[config.mk]
export PLATFORM = sky130hd
export DESIGN_NAME = dresp_fifo
export DESIGN_NICKNAME = d
export VERILOG_FILES = /design/src/rtl/dresp_pkg.sv /design/src/rtl/dresp_fifo.sv
export SDC_FILE = /design/constraint.sdc
export NUM_CORES = 1
export LEC_CHECK = 0
export CAP_MARGIN = 20
export CORE_ASPECT_RATIO = 1.2
export CORE_MARGIN = 2
export CORE_UTILIZATION = 50
export CTS_CLUSTER_DIAMETER = 150
export DETAILED_ROUTE_END_ITERATION = 10
export GPL_ROUTABILITY_DRIVEN = 0
export PLACE_DENSITY_LB_ADDON = 0.12
export SLEW_MARGIN = 20
export SYNTH_ARGS = -nofsm -noshare
export SYNTH_HDL_FRONTEND = slang
export SYNTH_SLANG_ARGS = --single-unit
[constraint.sdc]
create_clock -name clk_i -period 2.2 [get_ports clk_i]
set_input_delay 0.44 -clock clk_i [delete_from_list [all_inputs] [get_ports clk_i]]
set_output_delay 0.44 -clock clk_i [all_outputs]
set_load 0.05 [all_outputs]
[src/rtl/dresp_pkg.sv]
// dresp_pkg: shared widths, default base address and the response entry
// carried through the latency pipe and the response FIFO.
package dresp_pkg;
    localparam int TAG_W  = 11;
    localparam int DATA_W = 32;
    localparam logic [31:0] DEFAULT_BASE_ADDR = 32'h8000_0000;

    typedef struct packed {
        logic [DATA_W-1:0] data;
        logic              error;
        logic [TAG_W-1:0]  tag;
    } resp_t;
endpackage

[src/rtl/dresp_fifo.sv]
// dresp_fifo: response FIFO with fall-through when empty.
//   clk_i, rst_i    : clock, async active-low reset (empties the FIFO)
//   push_i/push_data_i : entry leaving the latency pipe
//   pop_i           : consume the presented head this cycle
//   valid_o/head_o  : head entry (the incoming push when the FIFO is empty)
// The fall-through lets an entry be popped on the very edge it arrives,
// which keeps the accept-to-ack latency exactly equal to the pipe length.
module dresp_fifo #(
    parameter int  DEPTH   = 4,
    parameter type entry_t = dresp_pkg::resp_t
) (
    input  logic   clk_i,
    input  logic   rst_i,
    input  logic   push_i,
    input  entry_t push_data_i,
    input  logic   pop_i,
    output logic   valid_o,
    output entry_t head_o
);
    localparam int PW = (DEPTH > 1) ? $clog2(DEPTH) : 1;

    entry_t          mem_q [DEPTH];
    logic [PW-1:0]   wptr_q, rptr_q;
    logic [PW:0]     fill_q;
    logic            empty, store, adv;

    assign empty   = (fill_q == '0);
    assign valid_o = !empty || push_i;
    assign head_o  = empty ? push_data_i : mem_q[rptr_q];
    // A push bypassed straight to the output is never stored.
    assign store   = push_i && !(empty && pop_i);
    assign adv     = pop_i && !empty;

    always_ff @(posedge clk_i) begin
        if (store) mem_q[wptr_q] <= push_data_i;
    end

    always_ff @(posedge clk_i or negedge rst_i) begin
        if (!rst_i) begin
            wptr_q <= '0;
            rptr_q <= '0;
            fill_q <= '0;
        end else begin
            if (store) wptr_q <= wptr_q + 1'b1;
            if (adv)   rptr_q <= rptr_q + 1'b1;
            case ({store, adv})
                2'b10:   fill_q <= fill_q + 1'b1;
                2'b01:   fill_q <= fill_q - 1'b1;
                default: fill_q <= fill_q;
            endcase
        end
    end
endmodule

==> results by group, run 1 <==
Floorplanning
  • Row cnt: 48
  • Starting Density: 51.1%
  • Top Ports: 93
  • Core area: 14400 um^2
  • Die area: 15700 um^2
  • Die width: 115 um
  • Die Y-Extent: 137 um

STA
  • Worst-margin pin slew: 0.320 ns
  • FMAX: 413 MHz
  • Final setup fails: 44
  • Final WS setup: -0.220 ns
  • Hold Slack: 0.275 ns
  • Final min period: 2.42 ns
  • Count of final max-slew check failures: 0
  • Final Hold Fails: 0
  • Slew headroom: 78.6%
  • RSZ-0062 raised after global routing: yes
  • Crit share post-route: 110%
  • Final clock skew: 0.00450 ns

Flow run
  • Number of max-cap violations: 0

Critical path
  • Cell count of the worst reg-to-reg path: 8
  • CP max FO: 5
  • Crit path kind: register to output port
  • Setup crit start kind: register
  • RR Endpoint: fill_q[2]$_DFFE_PN0P_
  • Worst setup EP type: output port
  • Reg2Reg Launch Point: fill_q[1]$_DFFE_PN0P_
  • Worst path arrival time: 1.98 ns
  • R2R Setup Slk: 0.17 ns
  • CP required: 1.76 ns

Synth
  • Average cell area after synthesis: 17.9 um^2
  • Synth top area cells: edfxtp_1, mux4_2, nand2_1, dfrtp_1, buf_6
  • Number of flops mapped to enable cells by yosys: 176
  • Mapped Cells: 409
  • Yosys top cell area share: 72.1%
  • Post-synth top area cell: edfxtp_1
  • Mapped Area: 7330 um^2
  • Post-synthesis sequential area ratio: 74.4%
  • #FFs+latches synth: 183
  • Leading register cell type out of synthesis: edfxtp_1
  • Synth warnings: 0
  • Synth unique cells: 22
  • Synth async-reset ratio: 3.83%
  • Syn Nets: 463

Final layout
  • Register Area: 5470 um^2
  • Multi-input logic area: 1850 um^2
  • Area added between synthesis and finish: 35.6%
  • Final #Nets: 587
  • Filler cells: 949
  • Layout cell share with drive strength beyond 1: 38.5%
  • Fin util: 69.3%
  • Ant. Diodes: 0

GRT
  • GRT overflow: 0
  • Gr usage total: 20.1%
  • M2 GR Usage: 33.4%
  • Met3 usage: 4.78%
  • Largest net degree at the start of global routing: 33
  • Initial antenna violation count: 0
  • Vias in the first global route: 4168
  • Gr busiest metal: met2
  • GR Util met1: 26.6%
  • First-pass GRT wire length: 22700 um

Detailed routing
  • Routed wire length per instance: 20.3 um
  • # DRC: 0
  • DR iter-0 viols: 214
  • Routed vias/inst: 5.51
  • Antenna Nets Post-Route: 0
  • Vias: 3970
  • DRT Pass-1 Iters: 4
  • DRT Wirelength: 14600 um

CTS
  • Hold buffers post-CTS: 0
  • Clock root buffer: clkbuf_16
  • H-tree Lvls: 4
  • Clock Latency Late Sink: 0.42 ns
  • CTS Buffer Depth: 2
  • CTS Buf Count: 17
  • # clock sinks: 183
  • Worst-path clk slew: 0.06 ns
  • TritonCTS clock tree: done

Outcome
  • Failing checks: setup timing
  • Status: finished, violations left

Placed design
  • DPL Wire Length: 8530 um
  • # port buffers: 92

Min path
  • Worst min-delay path class: input pin to async pin
==> worst max-delay path by stage <==
stage / start / slack [ns] / depth (start not counted) / to
finish: rptr_q[0]$_DFFE_PN0P_ / -0.22 / 6 / head_o[7]
global route: rptr_q[0]$_DFFE_PN0P_ / -0.29 / 6 / head_o[14]
global placement: push_i / 0.05 / 9 / fill_q[2]$_DFFE_PN0P_
CTS: rptr_q[0]$_DFFE_PN0P_ / -0.24 / 6 / head_o[34]
detailed placement: pop_i / -0.02 / 8 / fill_q[2]$_DFFE_PN0P_
floorplan: fill_q[0]$_DFFE_PN0P_ / 0.20 / 9 / fill_q[2]$_DFFE_PN0P_
==> registers in the layout (all words and copies together) (netlist names) <==
name	cells
fill_q	3
mem_q	176
wptr_q	2
rptr_q	2
==> stage by stage <==
stage	cell area [um^2]	std cells	TNS (ns)	setup slack (ns)
5_1_grt	9950	721	-11.27	-0.290
6_report	9950	721	-8.13	-0.220
4_1_cts	9920	721	-9.11	-0.237
2_1_floorplan	7340	409	0	0.205
3_5_place_dp	8880	680	-0.0238	-0.0238
3_3_place_gp	8880	680	0	0.0478
==> routing by layer <==
metal / wire, um / share of wire, % / up-vias
li1: - / - / 1794
met1: 6260 / 43 / 2068
met2: 7620 / 52 / 93
met3: 576 / 3.9 / 15
met4: 188 / 1.3 / 0
met5: 0 / 0 / -
==> critical path, stage by stage (launching register included) <==
cell	delay, ns
dfrtp_4	0.46
buf_8	0.15
buf_16	0.14
mux4_2	0.52
nand2_1	0.08
nand2_1	0.06
buf_6	0.15
==> cells in the mapped netlist (3+ instances only) <==
cell and count:
edfxtp_1 176, nand2_1 132, mux4_2 44, buf_2 8
dfrtp_1 7, buf_6 6, inv_1 6, clkbuf_1 5
ha_1 5, and2_1 4, xnor2_1 3, xor2_1 3
==> cells in the final DEF, fill, tap and decap left out, drive strengths merged <==
master	instances
nand2	132
mux2i	1
clkinv	6
fa	1
bufinv	6
mux4	44
mux2	1
clkdlybuf4s50	47
inv	8
nor3	1
ha	5
a21boi	1
buf	77
nand2b	1
and2	5
clkinvlp	1
xor2	3
nand3	1
clkbuf	17
xnor2	3
dfrtp	7
edfxtp	176
or3	1
nor2	1
==> final cells by class <==
cell class	count	share of cell area (%)
sequential	183	55.0
multi-input combinational	201	18.6
timing repair buffer	124	17.2
clock buffer	17	4.28
clock inverter	15	2.50
tap	175	2.20
inverter	6	0.226
==> kinds of logic after synthesis <==
kind of cell	Yosys count	synth area share, %
xor gates and xnor gates	6	0.717
DFF	183	74.4
buffers and inverters	25	2.03
and+or+nand+nor	142	7.73
AOI/OAI and AO/OA	1	0.154
muxes	46	13.8
adders and majority gates	6	1.13
==> what timing repair did <==
item / in CTS / in global routing
resized for setup: 75 / 12
gates cloned: 4 / 0
pin swaps: 51 / 8
endpoints found under the setup margin: 45 / 45
setup buffers: 6 / 1
Power of run 1 is left out: the tool's default activity adds up to more than one toggle a clock period on the data nets, which glitch-free logic cannot reach.
==> inputs of run 2 (changes only) <==
Settings changed: CORE_ASPECT_RATIO 1.2 to 1.25.
==> run 2 against run 1 <==
Effect of this change: the flow still finishes with violations (setup timing); first-iteration DRC count is 13% lower; die area is essentially flat; flip-flop and latch count unchanged; fmax decreased by 1.2%; setup slack got worse by 0.029 ns; worst hold slack gained 0.0036 ns; cell count fell by 0.42%.
==> results by group, run 2 (synthesized netlist as in run 1, its figures left out) <==
Outcome
  • Status: finished, violations left
  • Failing checks: setup timing

GRT
  • GRT overflow: 0
  • Initial antenna violation count: 0
  • Gr usage total: 19.2%
  • M2 GR Usage: 33.3%
  • First-pass GRT wire length: 22400 um
  • Vias in the first global route: 4098
  • Largest net degree at the start of global routing: 26
  • GR Util met1: 24.3%
  • Met3 usage: 3.92%
  • Gr busiest metal: met2

CTS
  • Clock root buffer: clkbuf_16
  • TritonCTS clock tree: done
  • Worst-path clk slew: 0.06 ns
  • Hold buffers post-CTS: 0
  • H-tree Lvls: 4
  • CTS Buf Count: 17
  • Clock Latency Late Sink: 0.43 ns
  • CTS Buffer Depth: 2
  • # clock sinks: 183

STA
  • FMAX: 408 MHz
  • Final Hold Fails: 0
  • Worst-margin pin slew: 0.349 ns
  • Count of final max-slew check failures: 0
  • Final WS setup: -0.250 ns
  • Final clock skew: 0.0115 ns
  • Final min period: 2.45 ns
  • RSZ-0062 raised after global routing: yes
  • Final setup fails: 44
  • Crit share post-route: 111%
  • Slew headroom: 76.7%

Final layout
  • Multi-input logic area: 1790 um^2
  • Fin util: 66.4%
  • Filler cells: 1033
  • Top flop regs: mem_q: 176 flops, fill_q: 3 flops
  • Area added between synthesis and finish: 29.8%
  • Final #Nets: 581
  • Most frequent cells in the layout: edfxtp_1, nand2_1, clkdlybuf4s50_1
  • Ant. Diodes: 0
  • Register Area: 5470 um^2
  • Register name with the most flops: mem_q
  • Layout cell share with drive strength beyond 1: 32.4%
  • Max reg flops: 176
  • Most common cell after layout, fill and taps aside: edfxtp_1

Detailed routing
  • DRT Pass-1 Iters: 4
  • Routed wire length per instance: 20.0 um
  • Antenna Nets Post-Route: 0
  • # DRC: 0
  • DR iter-0 viols: 187
  • Routed vias/inst: 5.43
  • DRT Wirelength: 14300 um
  • Vias: 3899

Floorplanning
  • Top Ports: 93
  • Die width: 112 um
  • Core area: 14300 um^2
  • Die area: 15700 um^2
  • Die Y-Extent: 139 um
  • Starting Density: 51.1%
  • Row cnt: 49

Critical path
  • Cell family with most CP delay: multiplexers
  • Worst setup EP type: output port
  • Setup crit start kind: register
  • CP required: 1.76 ns
  • Reg2Reg Launch Point: fill_q[0]$_DFFE_PN0P_
  • Cell count of the worst reg-to-reg path: 11
  • Critical-path top delay cell: mux4_2
  • CP max FO: 5
  • Crit path buf inv count: 3
  • RR Endpoint: fill_q[2]$_DFFE_PN0P_
  • Slowest Stage Delay on Critical Path: 0.50 ns
  • Crit path kind: register to output port
  • CP dominant cell by count: nand2_2
  • R2R Setup Slk: 0.13 ns
  • Worst path arrival time: 2.01 ns
  • Crit path cell chain: buf_6, clkbuf_16, mux4_2, nand2_2, nand2_2, buf_8

Placed design
  • # port buffers: 92
  • DPL Wire Length: 8060 um

Flow run
  • Number of max-cap violations: 0

Min path
  • Worst min-delay path class: input pin to async pin
[run 2: metal layers]
metal	share of wire, %	vias up
met1	42	1999
met5	0	-
li1	-	1786
met4	1.3	0
met2	53	100
met3	3.9	14
[run 2: worst max path at each step]
stage / endpoint / start / cells past startpoint / slack, ns
after global routing: head_o[20] / rptr_q[0]$_DFFE_PN0P_ / 6 / -0.30
after CTS: head_o[32] / rptr_q[0]$_DFFE_PN0P_ / 5 / -0.27
after floorplan: fill_q[2]$_DFFE_PN0P_ / fill_q[0]$_DFFE_PN0P_ / 9 / 0.20
final: head_o[18] / rptr_q[0]$_DFFE_PN0P_ / 6 / -0.25
after global placement: fill_q[2]$_DFFE_PN0P_ / pop_i / 8 / 0.03
after detailed placement: fill_q[2]$_DFFE_PN0P_ / pop_i / 8 / -0.04
[run 2: final cells by class]
| type | instances | share of cell area [%] |
|---|---|---|
| clock inverters | 13 | 1.39 |
| clock buffers | 19 | 4.55 |
| flip-flops and latches | 183 | 57.4 |
| well taps | 178 | 2.34 |
| repair buffers | 118 | 15.3 |
| multi-input cells | 201 | 18.8 |
| inverters | 6 | 0.236 |
[run 2: worst register-to-register path: stages (launching register included)]
cell and delay, ns:
dfrtp_1 0.38, buf_4 0.16, nor3_4 0.13, buf_6 0.17, a21boi_2 0.07, inv_1 0.06, ha_1 0.17, inv_1 0.06
fa_1 0.37, xor2_1 0.15, nor2_1 0.10, xor2_1 0.16
[run 2: timing repair]
item / CTS / global route
gates cloned: 3 / 2
buffers inserted: 4 / 1
setup endpoints to repair: 45 / 44
pin swaps: 6 / 18
resized for setup: 60 / 20
[run 2: metrics by stage]
| stage | setup WS (ns) | hold WS [ns] | cell area (um^2) | TNS (ns) | std cells |
|---|---|---|---|---|---|
| 6_report | -0.250 | 0.278 | 9520 | -8.14 | 718 |
| 5_1_grt | -0.304 | 0.310 | 9520 | -11.58 | 718 |
| 4_1_cts | -0.268 | 0.285 | 9430 | -9.83 | 716 |
| 3_5_place_dp | -0.0427 | 0.556 | 8540 | -0.0427 | 677 |
| 3_3_place_gp | 0.0316 | 0.526 | 8540 | 0 | 677 |
| 2_1_floorplan | 0.205 | 0.144 | 7340 | 0 | 409 |
Power of run 2 is left out for the same reason.
